===== src/rtl/gb_bcd_pkg.sv =====
// Shared types, constants and helpers for the packed-BCD add/sub datapath.
package gb_bcd_pkg;

    typedef enum logic [1:0] {
        IDLE = 2'd0,
        RUN  = 2'd1,
        DONE = 2'd2
    } state_e;

    localparam logic [7:0] BCD_ADJ_LO   = 8'h06;
    localparam logic [7:0] BCD_ADJ_HI   = 8'h60;
    localparam logic [7:0] BCD_MAX_BYTE = 8'h99;

    // A nibble outside 0..9 is not a decimal digit.
    function automatic logic nibble_invalid(input logic [3:0] n);
        return n > 4'd9;
    endfunction

endpackage


===== src/rtl/bcd_addsub_seq_if.sv =====
// Request/response bundle for the sequential BCD adder/subtractor.
interface bcd_addsub_seq_if #(
    parameter int NUM_BYTES = 2
);
    logic                   start;
    logic                   sub;
    logic [8*NUM_BYTES-1:0] a;
    logic [8*NUM_BYTES-1:0] b;
    logic                   c_in;
    logic [8*NUM_BYTES-1:0] result;
    logic                   c_out;
    logic                   z_out;
    logic                   err;
    logic                   busy;
    logic                   done;

    modport master (
        output start, sub, a, b, c_in,
        input  result, c_out, z_out, err, busy, done
    );

    modport slave (
        input  start, sub, a, b, c_in,
        output result, c_out, z_out, err, busy, done
    );
endinterface


===== src/rtl/bcd_byte_step.sv =====
// One packed-BCD byte: binary add/sub with carry/borrow, then DAA-style correction.
module bcd_byte_step
    import gb_bcd_pkg::*;
(
    input  logic [7:0] a_i,
    input  logic [7:0] b_i,
    input  logic       cy,
    input  logic       sub,
    output logic [7:0] v,
    output logic       c,
    output logic       byte_err
);

    logic [8:0] s9;
    logic       h;
    logic [7:0] v_t;
    logic       c_t;

    // Binary step, half-carry recovered from bit 4, then decimal correction.
    always_comb begin
        if (sub) begin
            s9 = {1'b0, a_i} - {1'b0, b_i} - {8'h00, cy};
        end else begin
            s9 = {1'b0, a_i} + {1'b0, b_i} + {8'h00, cy};
        end
        // Bit 4 of the result is a4 ^ b4 ^ (carry/borrow into bit 4).
        h   = s9[4] ^ a_i[4] ^ b_i[4];
        v_t = s9[7:0];
        c_t = s9[8];
        if (!sub) begin
            // Upper-digit test uses the uncorrected value; +0x06 never sets carry.
            if (c_t || (v_t > BCD_MAX_BYTE)) begin
                v_t = v_t + BCD_ADJ_HI;
                c_t = 1'b1;
            end
            if (h || (v_t[3:0] > 4'd9)) begin
                v_t = v_t + BCD_ADJ_LO;
            end
        end else begin
            if (h) begin
                v_t = v_t - BCD_ADJ_LO;
            end
            if (c_t) begin
                v_t = v_t - BCD_ADJ_HI;
            end
        end
        v        = v_t;
        c        = c_t;
        byte_err = nibble_invalid(a_i[3:0]) | nibble_invalid(a_i[7:4]) |
                   nibble_invalid(b_i[3:0]) | nibble_invalid(b_i[7:4]);
    end

endmodule


===== src/rtl/bcd_addsub_seq.sv =====
// Multi-byte packed-BCD adder/subtractor, one byte per clock with rippled carry/borrow.
//
// state | meaning
// IDLE  | waiting for start; result/flags hold last values
// RUN   | processing byte idx_q, carry/borrow held in cy_q
// DONE  | done pulse cycle; start here begins the next op back-to-back
module bcd_addsub_seq
    import gb_bcd_pkg::*;
#(
    parameter int NUM_BYTES = 2
) (
    input  logic             clk,
    input  logic             reset_n,
    bcd_addsub_seq_if.slave  bus
);

    localparam int W     = 8 * NUM_BYTES;
    localparam int IDX_W = (NUM_BYTES > 1) ? $clog2(NUM_BYTES) : 1;
    localparam logic [IDX_W-1:0] LAST_IDX = IDX_W'(NUM_BYTES - 1);

    state_e           state_q, state_d;
    logic [IDX_W-1:0] idx_q, idx_d;
    logic [W-1:0]     a_q, a_d;
    logic [W-1:0]     b_q, b_d;
    logic             sub_q, sub_d;
    logic             cy_q, cy_d;
    logic [W-1:0]     result_q, result_d;
    logic             c_out_q, c_out_d;
    logic             z_out_q, z_out_d;
    logic             err_q, err_d;
    logic             busy_q, busy_d;
    logic             done_q, done_d;

    logic [7:0] a_i, b_i, step_v;
    logic       step_c, step_err;

    // Select the operand bytes addressed by the current index.
    always_comb begin
        a_i = '0;
        b_i = '0;
        for (int j = 0; j < NUM_BYTES; j++) begin
            if (idx_q == IDX_W'(j)) begin
                a_i = a_q[j*8 +: 8];
                b_i = b_q[j*8 +: 8];
            end
        end
    end

    bcd_byte_step u_step (
        .a_i      (a_i),
        .b_i      (b_i),
        .cy       (cy_q),
        .sub      (sub_q),
        .v        (step_v),
        .c        (step_c),
        .byte_err (step_err)
    );

    // Next-state, operand capture, result write-back and flag update.
    always_comb begin
        state_d  = state_q;
        idx_d    = idx_q;
        a_d      = a_q;
        b_d      = b_q;
        sub_d    = sub_q;
        cy_d     = cy_q;
        result_d = result_q;
        c_out_d  = c_out_q;
        z_out_d  = z_out_q;
        err_d    = err_q;
        busy_d   = busy_q;
        done_d   = 1'b0;
        case (state_q)
            IDLE, DONE: begin
                if (bus.start) begin
                    a_d      = bus.a;
                    b_d      = bus.b;
                    sub_d    = bus.sub;
                    cy_d     = bus.c_in;
                    idx_d    = '0;
                    result_d = '0;
                    err_d    = 1'b0;
                    busy_d   = 1'b1;
                    state_d  = RUN;
                end else if (state_q == DONE) begin
                    state_d = IDLE;
                end
            end
            RUN: begin
                for (int j = 0; j < NUM_BYTES; j++) begin
                    if (idx_q == IDX_W'(j)) begin
                        result_d[j*8 +: 8] = step_v;
                    end
                end
                cy_d  = step_c;
                err_d = err_q | step_err;
                if (idx_q == LAST_IDX) begin
                    c_out_d = step_c;
                    z_out_d = (result_d == '0);
                    busy_d  = 1'b0;
                    done_d  = 1'b1;
                    state_d = DONE;
                end else begin
                    idx_d = idx_q + 1'b1;
                end
            end
            default: state_d = IDLE;
        endcase
    end

    // State and datapath registers; reset aborts any operation in flight.
    always_ff @(posedge clk or negedge reset_n) begin
        if (!reset_n) begin
            state_q  <= IDLE;
            idx_q    <= '0;
            a_q      <= '0;
            b_q      <= '0;
            sub_q    <= 1'b0;
            cy_q     <= 1'b0;
            result_q <= '0;
            c_out_q  <= 1'b0;
            z_out_q  <= 1'b0;
            err_q    <= 1'b0;
            busy_q   <= 1'b0;
            done_q   <= 1'b0;
        end else begin
            state_q  <= state_d;
            idx_q    <= idx_d;
            a_q      <= a_d;
            b_q      <= b_d;
            sub_q    <= sub_d;
            cy_q     <= cy_d;
            result_q <= result_d;
            c_out_q  <= c_out_d;
            z_out_q  <= z_out_d;
            err_q    <= err_d;
            busy_q   <= busy_d;
            done_q   <= done_d;
        end
    end

    assign bus.result = result_q;
    assign bus.c_out  = c_out_q;
    assign bus.z_out  = z_out_q;
    assign bus.err    = err_q;
    assign bus.busy   = busy_q;
    assign bus.done   = done_q;

endmodule


===== src/flat_wrapper.sv =====
// flat-port wrapper written by rule: the top's interface ports become plain ports
module bcd_addsub_seq_flat import gb_bcd_pkg::*;
#(
    parameter int NUM_BYTES = 2
)
  (clk, reset_n, bus_start, bus_sub, bus_a, bus_b, bus_c_in, bus_result, bus_c_out, bus_z_out, bus_err, bus_busy, bus_done);
  bcd_addsub_seq_if #(.NUM_BYTES(NUM_BYTES)) bus_i ();
  input  logic clk;
  input  logic reset_n;
  input wire logic [$bits(bus_i.start)-1:0] bus_start;
  input wire logic [$bits(bus_i.sub)-1:0] bus_sub;
  input wire logic [$bits(bus_i.a)-1:0] bus_a;
  input wire logic [$bits(bus_i.b)-1:0] bus_b;
  input wire logic [$bits(bus_i.c_in)-1:0] bus_c_in;
  output wire logic [$bits(bus_i.result)-1:0] bus_result;
  output wire logic [$bits(bus_i.c_out)-1:0] bus_c_out;
  output wire logic [$bits(bus_i.z_out)-1:0] bus_z_out;
  output wire logic [$bits(bus_i.err)-1:0] bus_err;
  output wire logic [$bits(bus_i.busy)-1:0] bus_busy;
  output wire logic [$bits(bus_i.done)-1:0] bus_done;
  assign bus_i.start = bus_start;
  assign bus_i.sub = bus_sub;
  assign bus_i.a = bus_a;
  assign bus_i.b = bus_b;
  assign bus_i.c_in = bus_c_in;
  assign bus_result = bus_i.result;
  assign bus_c_out = bus_i.c_out;
  assign bus_z_out = bus_i.z_out;
  assign bus_err = bus_i.err;
  assign bus_busy = bus_i.busy;
  assign bus_done = bus_i.done;
  bcd_addsub_seq #(.NUM_BYTES(NUM_BYTES)) u_core (.clk(clk), .reset_n(reset_n), .bus(bus_i));
endmodule

===== config.mk =====
export PLATFORM = sky130hd
export DESIGN_NAME = bcd_addsub_seq_flat
export DESIGN_NICKNAME = d
export VERILOG_FILES = /design/src/rtl/gb_bcd_pkg.sv /design/src/rtl/bcd_addsub_seq_if.sv /design/src/rtl/bcd_byte_step.sv /design/src/rtl/bcd_addsub_seq.sv /design/src/flat_wrapper.sv
export SDC_FILE = /design/constraint.sdc
export NUM_CORES = 1
export LEC_CHECK = 0
export BUFFER_PORTS_ARGS = -buffer_cell sky130_fd_sc_hd__buf_2
export CAP_MARGIN = 15
export CORE_MARGIN = 2
export CORE_UTILIZATION = 35
export CTS_CLUSTER_DIAMETER = 40
export DETAILED_ROUTE_END_ITERATION = 8
export GPL_TIMING_DRIVEN = 0
export PLACE_DENSITY = 0.5
export SYNTH_ARGS = -nofsm -noshare
export SYNTH_HDL_FRONTEND = slang
export SYNTH_SLANG_ARGS = --single-unit

===== constraint.sdc =====
create_clock -name clk -period 12.4 [get_ports clk]
set_clock_uncertainty 0.2 [all_clocks]
set_input_delay 1.86 -clock clk [delete_from_list [all_inputs] [get_ports clk]]
set_output_delay 1.86 -clock clk [all_outputs]
set_load 0.01 [all_outputs]

==> results of run 1 <==
-- per-layer routing --
| metal | vias up | GRT usage, % |
|---|---|---|
| met3 | 10 | 2.998 |
| li1 | 1710 | - |
| met1 | 1590 | 25.42 |
| met2 | 69 | 30.11 |
| met4 | 0 | 5.244 |
| met5 | - | 0 |
-- worst reg2reg max path, cell delays in order (launching register included) --
cell and delay, ps:
sky130_fd_sc_hd__dfrtp_1 430, sky130_fd_sc_hd__buf_1 520, sky130_fd_sc_hd__clkbuf_1 610, sky130_fd_sc_hd__mux2i_1 530
sky130_fd_sc_hd__inv_1 120, sky130_fd_sc_hd__fa_1 450, sky130_fd_sc_hd__fa_1 450, sky130_fd_sc_hd__a21oi_1 180
sky130_fd_sc_hd__xnor2_1 310, sky130_fd_sc_hd__inv_1 100, sky130_fd_sc_hd__ha_1 260, sky130_fd_sc_hd__or4_1 590
sky130_fd_sc_hd__xnor2_1 160, sky130_fd_sc_hd__ha_1 290, sky130_fd_sc_hd__nor2_1 40, sky130_fd_sc_hd__a311o_1 330
sky130_fd_sc_hd__o311a_2 150, sky130_fd_sc_hd__and4_4 160, sky130_fd_sc_hd__a32o_1 240
-- registers in the layout (all words and copies together) (netlist names) --
register           cells
u_core.bus.busy        1
u_core.bus.done        1
u_core.cy_q            1
u_core.b_q            16
u_core.state_q         2
u_core.sub_q           1
u_core.bus.result     16
u_core.idx_q           1
u_core.a_q            16
u_core.bus.c_out       1
u_core.bus.err         1
u_core.bus.z_out       1
-- per-stage QoR --
stage	setup WS (ps)	instances	hold slack [ps]
after CTS	6150	679	278.1
final	6171	679	276.3
after detailed placement	6182	663	258.5
after floorplan	7060	465	240.1
after global routing	5851	679	303.6
after global placement	6232	662	251.5
-- final cells by class --
type	instances	area, sq um	share of cell area, %
clock inverters	6	41.29	0.8987
flip-flops and latches	58	1451	31.59
clock buffers	10	137.6	2.996
plain buffers	21	87.58	1.906
repair buffers	58	305.3	6.645
well taps	140	175.2	3.813
inverters	32	120.1	2.614
multi-input cells	354	2276	49.54
-- cells in the final DEF, fill, tap and decap left out, types with 2 or more instances in the layout --
master | netlist | routed
sky130_fd_sc_hd__xnor2_1 | 16 | 16
sky130_fd_sc_hd__nor3_1 | 12 | 12
sky130_fd_sc_hd__o21ai_1 | 10 | 10
sky130_fd_sc_hd__o22ai_1 | 2 | 2
sky130_fd_sc_hd__dfrtp_1 | 58 | 58
sky130_fd_sc_hd__nand2b_1 | 10 | 10
sky130_fd_sc_hd__xor2_1 | 5 | 5
sky130_fd_sc_hd__buf_4 | 2 | 2
sky130_fd_sc_hd__a211o_1 | 2 | 2
sky130_fd_sc_hd__or4_1 | 2 | 2
sky130_fd_sc_hd__nor2_1 | 18 | 18
sky130_fd_sc_hd__clkbuf_8 | 0 | 10
sky130_fd_sc_hd__buf_1 | 2 | 2
sky130_fd_sc_hd__inv_1 | 31 | 31
sky130_fd_sc_hd__nand3_1 | 14 | 14
sky130_fd_sc_hd__nand2_1 | 118 | 118
sky130_fd_sc_hd__a22o_1 | 4 | 4
sky130_fd_sc_hd__o21a_1 | 3 | 3
sky130_fd_sc_hd__clkinvlp_4 | 0 | 3
sky130_fd_sc_hd__a21o_1 | 2 | 2
sky130_fd_sc_hd__o211ai_1 | 2 | 2
sky130_fd_sc_hd__or2_1 | 2 | 2
sky130_fd_sc_hd__a21oi_1 | 18 | 18
sky130_fd_sc_hd__nor2b_1 | 6 | 6
sky130_fd_sc_hd__ha_1 | 23 | 23
sky130_fd_sc_hd__a211oi_1 | 8 | 8
sky130_fd_sc_hd__mux2_2 | 8 | 8
sky130_fd_sc_hd__fa_1 | 4 | 4
sky130_fd_sc_hd__o31ai_1 | 4 | 4
sky130_fd_sc_hd__and4_1 | 2 | 2
sky130_fd_sc_hd__o21ai_0 | 19 | 19
sky130_fd_sc_hd__buf_2 | 1 | 58
sky130_fd_sc_hd__mux2i_1 | 14 | 14
sky130_fd_sc_hd__clkbuf_1 | 16 | 16
sky130_fd_sc_hd__clkinv_2 | 0 | 2
-- worst max path at each step --
stage | from | to | slack (ps)
finish | u_core.idx_q | u_core.bus.z_out | 6170
global route | u_core.idx_q | u_core.bus.z_out | 5850
CTS | u_core.idx_q | u_core.bus.z_out | 6150
detailed placement | u_core.idx_q | u_core.bus.z_out | 6180
global placement | u_core.idx_q | u_core.bus.z_out | 6230
floorplan | u_core.idx_q | u_core.bus.z_out | 7060
-- cell families after synthesis --
group | Yosys count
AO/OA/AOI/OAI | 88
XOR/XNOR | 22
adder cells (fa/ha/maj) | 27
buffers and inverters | 53
flip-flops | 58
multiplexers | 24
AND/OR/NAND/NOR | 193
==> metrics, run 1 <==
result of the run finished, final reports clean; final antenna diode count 0; area share of xor/xnor cells in the synthesized design 5.374%; detailed-route via count 3379; std cell rows 38; metal2 WL 4902 microns; clk slew on worst S/H paths 80 ps; Final Setup Violations 0; number of global-route vias before repair 3362; worst max-slew margin expressed relative to the limit 48.44%; most area-consuming cells after synthesis sky130_fd_sc_hd__dfrtp_1, sky130_fd_sc_hd__nand2_1, sky130_fd_sc_hd__ha_1; element type at the critical path end flip-flop; actual transition at the worst max-transition pin 765.3 ps; later-pin clock latency in the skew report 340 ps; total non-filler cell area in the finished layout 4594 sq um; proportion of register bits with asynchronous set or reset after synthesis 100.0%; dominant cell type by area after synthesis sky130_fd_sc_hd__dfrtp_1; crit-path max cell delay 610 ps; critical path data arrival time 6250 ps; area after detailed placement 4415 sq um; Crit Path Category flip-flop to flip-flop; Max Fanout on Critical Path 10; worst reg2reg path startpoint u_core.idx_q; remaining number of nets flagged by the antenna check after routing 0; initial DRC count 168; Critical-path top delay cell sky130_fd_sc_hd__clkbuf_1; PortBufs 57; Core ar. 10890 sq um; arithmetic-cell share of the synthesized area counting full adders, half adders and majority gates 9.348%; weighted congestion at the end of routability-driven global placement 0.8357; met3 wirelength from detailed routing 400 microns; data required time at the worst endpoint 12420 ps; Layout fillers 1167; series of cell instances along the critical path buf_1 > clkbuf_1 > mux2i_1 > inv_1 > fa_1 > fa_1 > a21oi_1 > xnor2_1 > inv_1 > ha_1 > or4_1 > xnor2_1 > ha_1 > nor2_1 > a311o_1 > o311a_2 > and4_4 > a32o_1; # resized after CTS 0; grt ovf 0; max cap viols 0; number of cells on the worst hold path 2; global-route wire length before repair 17280 microns; setup repair after global routing missed its margin false; share of synthesized area occupied by flip-flops and latches 36.88%; launch point of the worst hold path u_core.b_q[0]; deepest clock path buffer count 2; die outline area 12110 sq um; most common cell in the synthesized netlist sky130_fd_sc_hd__nand2_1; clock tree from TritonCTS built; starting density of the core 36.14%; Die Width 110.0 microns; Nets 598; number of detailed-route iterations in the first pass 4; largest family of logic cells by synthesized area simple AND/OR/NAND/NOR gates; share of cells above drive strength 1 17.81%; leading cell types by count after synthesis sky130_fd_sc_hd__nand2_1, sky130_fd_sc_hd__dfrtp_1, sky130_fd_sc_hd__inv_1, sky130_fd_sc_hd__ha_1, sky130_fd_sc_hd__o21ai_0; number of synthesized flops with an enable pin 0; final setup TNS 0 ps; synthesis-stage register bit count 58; Post-Syn Instances 465; cell class contributing the biggest share of worst-path delay adder cells; total global routing track utilization 18.51%; cell depth of the worst setup path 18; area delta synth->final 16.76%; core utilization of the finished layout 42.20%; average size of a mapped cell 8.462 sq um; number of sinks driven by the clock tree 58; Final min period 6229 ps; CTS root buf sky130_fd_sc_hd__clkbuf_8; post-synthesis compound-gate area fraction 14.72%; fraction of post-synthesis cell area in the top cell type by area 36.88%; Final period util 50.23%; logic depth of the worst register-to-register path 18; DPL Wire Length 8010 microns; number of vias per cell 4.976; count of pins over their slew limit 0; most common flop cell mapped by yosys sky130_fd_sc_hd__dfrtp_1; count of final hold-check violations 0; htree depth 3; warnings from Yosys 0; endpoint of the worst-slack reg-to-reg timing path u_core.bus.z_out; Synth Area in Simple Gates 21.91%; post-DR wirelength/cell 15.43 microns; minimum setup slack among reg-to-reg paths 6170 ps; Post-Syn Nets 529; Routed Wire Length 10480 microns; highest metal layer with signal wires met4; cts hold-fix bufs 0; highest achievable clock rate 160.6 MHz; number of antenna violations at the first check in global routing 0; multiplexer area fraction after synthesis 6.486%; number of buffers and inverters on the critical path 4; Post-Route M1 WL 5050 microns; type of the worst min-delay path flip-flop to flip-flop; count of buffers added by post-CTS timing repair for setup 0; worst hold path endpoint u_core.b_q[0]; CTS Buf Count 9; number of top-level pins 58; die outline height 110.0 microns; largest net degree at the start of global routing 38; synthesized cell area 3935 sq um; remaining routing DRC violations 0; critical path startpoint category flip-flop; count of different cell masters after synthesis 59
Power of run 1 is left out: the tool's default activity adds up to more than one toggle a clock period on the data nets, which glitch-free logic cannot reach.
==> inputs of run 2 (changes only) <==
--- a/config.mk
+++ b/config.mk
@@ -12,7 +12,7 @@
 export CTS_CLUSTER_DIAMETER = 40
 export DETAILED_ROUTE_END_ITERATION = 8
 export GPL_TIMING_DRIVEN = 0
-export PLACE_DENSITY = 0.5
+export PLACE_DENSITY = 0.52
 export SYNTH_ARGS = -nofsm -noshare
 export SYNTH_HDL_FRONTEND = slang
 export SYNTH_SLANG_ARGS = --single-unit
==> constraint.sdc (replaced) <==
create_clock -name clk -period 5.5 [get_ports clk]
set_clock_uncertainty 0.2 [all_clocks]
set_input_delay 0.825 -clock clk [delete_from_list [all_inputs] [get_ports clk]]
set_output_delay 0.825 -clock clk [all_outputs]
set_load 0.01 [all_outputs]
==> metrics, run 2 (synthesized netlist as in run 1, its figures left out) <==
worst max-slew margin expressed relative to the limit 45.67% (-2.8 points); actual transition at the worst max-transition pin 814.9 ps (+49.63 ps); Final min period 5242 ps (-986.2 ps); Crit Path Category flip-flop to flip-flop; crit-path max cell delay 630 ps (+20 ps); number of detailed-route iterations in the first pass 5 (+1); Die Width 110.0 microns (unchanged); clock tree from TritonCTS built; leading cell type in the layout, fill and taps excluded sky130_fd_sc_hd__nand2_1; die outline area 12110 sq um (unchanged); starting density of the core 36.14% (unchanged); htree depth 3 (unchanged); count of pins over their slew limit 0 (unchanged); number of antenna violations at the first check in global routing 0 (unchanged); worst hold path endpoint u_core.b_q[15]; initial DRC count 186 (+11%); detailed-route via count 3359 (-0.59%); data required time at the worst endpoint 5520 ps (-6900 ps); CTS Buf Count 9 (unchanged); count of buffers added by post-CTS timing repair for setup 0 (unchanged); minimum setup slack among reg-to-reg paths 260 ps (-5910 ps); DPL Wire Length 7781 microns (-2.9%); cts hold-fix bufs 0 (unchanged); type of the worst min-delay path flip-flop to flip-flop; max cap viols 0 (unchanged); area delta synth->final 17.33%; share of cells above drive strength 1 18.28% (+0.47 points); Final period util 95.32% (+45 points); Critical-path top delay cell sky130_fd_sc_hd__or4_1; element type at the critical path end flip-flop; grt ovf 0 (unchanged); later-pin clock latency in the skew report 340 ps (about the same); endpoint of the worst-slack reg-to-reg timing path u_core.bus.z_out; result of the run finished, final reports clean; Nets 596 (-0.33%); # resized after CTS 2 (+2); number of vias per cell 4.969 (-0.15%); die outline height 110.0 microns (unchanged); std cell rows 38 (unchanged); Max Fanout on Critical Path 12 (+2); number of global-route vias before repair 3273 (-2.6%); launch point of the worst hold path u_core.b_q[15]; series of cell instances along the critical path clkbuf_4 > mux2i_2 > inv_1 > fa_1 > fa_1 > nand2b_1 > a21oi_1 > xnor2_1 > o21ai_1 > or4_1 > xnor2_1 > ha_1 > nor2_1 > a311o_1 > o311a_2 > and4_4 > a32o_1; setup repair after global routing missed its margin false; clk slew on worst S/H paths 70 ps (about the same); total global routing track utilization 18.04% (-0.47 points); number of sinks driven by the clock tree 58 (unchanged); worst reg2reg path startpoint u_core.idx_q; post-DR wirelength/cell 15.14 microns (-1.9%); number of cells on the worst hold path 2 (unchanged); weighted congestion at the end of routability-driven global placement 0.7884 (-5.7%); highest achievable clock rate 190.8 MHz (+19%); core utilization of the finished layout 42.40% (+0.21 points); CTS root buf sky130_fd_sc_hd__clkbuf_8; remaining routing DRC violations 0 (unchanged); count of final hold-check violations 0 (unchanged); deepest clock path buffer count 2 (unchanged); critical path startpoint category flip-flop; PortBufs 57 (unchanged); Routed Wire Length 10230 microns (-2.3%); number of top-level pins 58 (unchanged); remaining number of nets flagged by the antenna check after routing 0 (unchanged); Final Setup Violations 0 (unchanged); global-route wire length before repair 16670 microns (-3.5%); final antenna diode count 0 (unchanged); Core ar. 10890 sq um (unchanged); largest net degree at the start of global routing 59 (+55%); top library cells by usage in the layout, fill and taps aside sky130_fd_sc_hd__nand2_1, sky130_fd_sc_hd__buf_2, sky130_fd_sc_hd__dfrtp_1; logic depth of the worst register-to-register path 17 (-1); critical path data arrival time 5260 ps (-990 ps)
-- run 2: worst max path at each step --
stage | from | end | slack [ps]
global placement | u_core.idx_q | u_core.bus.z_out | -520
finish | u_core.idx_q | u_core.bus.z_out | 260
global route | u_core.idx_q | u_core.bus.z_out | 5
detailed placement | u_core.idx_q | u_core.bus.z_out | -590
floorplan | u_core.idx_q | u_core.bus.z_out | 160
CTS | u_core.idx_q | u_core.bus.z_out | 30
-- run 2: layout make-up --
cell class,instances,area (sq um)
flip-flops and latches,58,1453
plain buffers,20,87.58
inverters,32,120.1
well taps,140,175.2
clock buffers,9,123.9
repair buffers,57,287.8
clock inverters,6,82.58
fillers,1130,6271
multi-input cells,354,2287
-- run 2: stage by stage --
step	cells	setup slack, ps	hold WS (ps)	area [sq um]	setup TNS, ps
detailed placement	662	-586.4	258.1	4398	-2336
global placement	662	-516.5	256.8	4395	-1987
finish	676	257.6	270.8	4617	0
global route	676	5.261	298.7	4617	0
CTS	676	27.72	274.7	4603	0
floorplan	465	159.6	240.1	3935	0
-- run 2: worst max-delay path: cells and delay by family (launching register included) --
family,cells,cell delay (ps)
adder cells (fa/ha/maj),3,1170
flip-flops,1,550
buffers and inverters,2,430
AND/OR/NAND/NOR,4,960
XOR/XNOR,2,440
AO/OA/AOI/OAI,5,1040
multiplexers,1,350
-- run 2: metal layers --
layer | wire length (microns) | vias to the layer above | GRT usage [%] | part of all wire, %
li1 | - | 1708 | - | -
met1 | 4864 | 1579 | 24.42 | 48
met2 | 4878 | 66 | 30.24 | 48
met3 | 432 | 6 | 3.527 | 4.2
met4 | 57 | 0 | 3.255 | 0.56
met5 | 0 | - | 0 | 0
Power of run 2 is left out for the same reason.
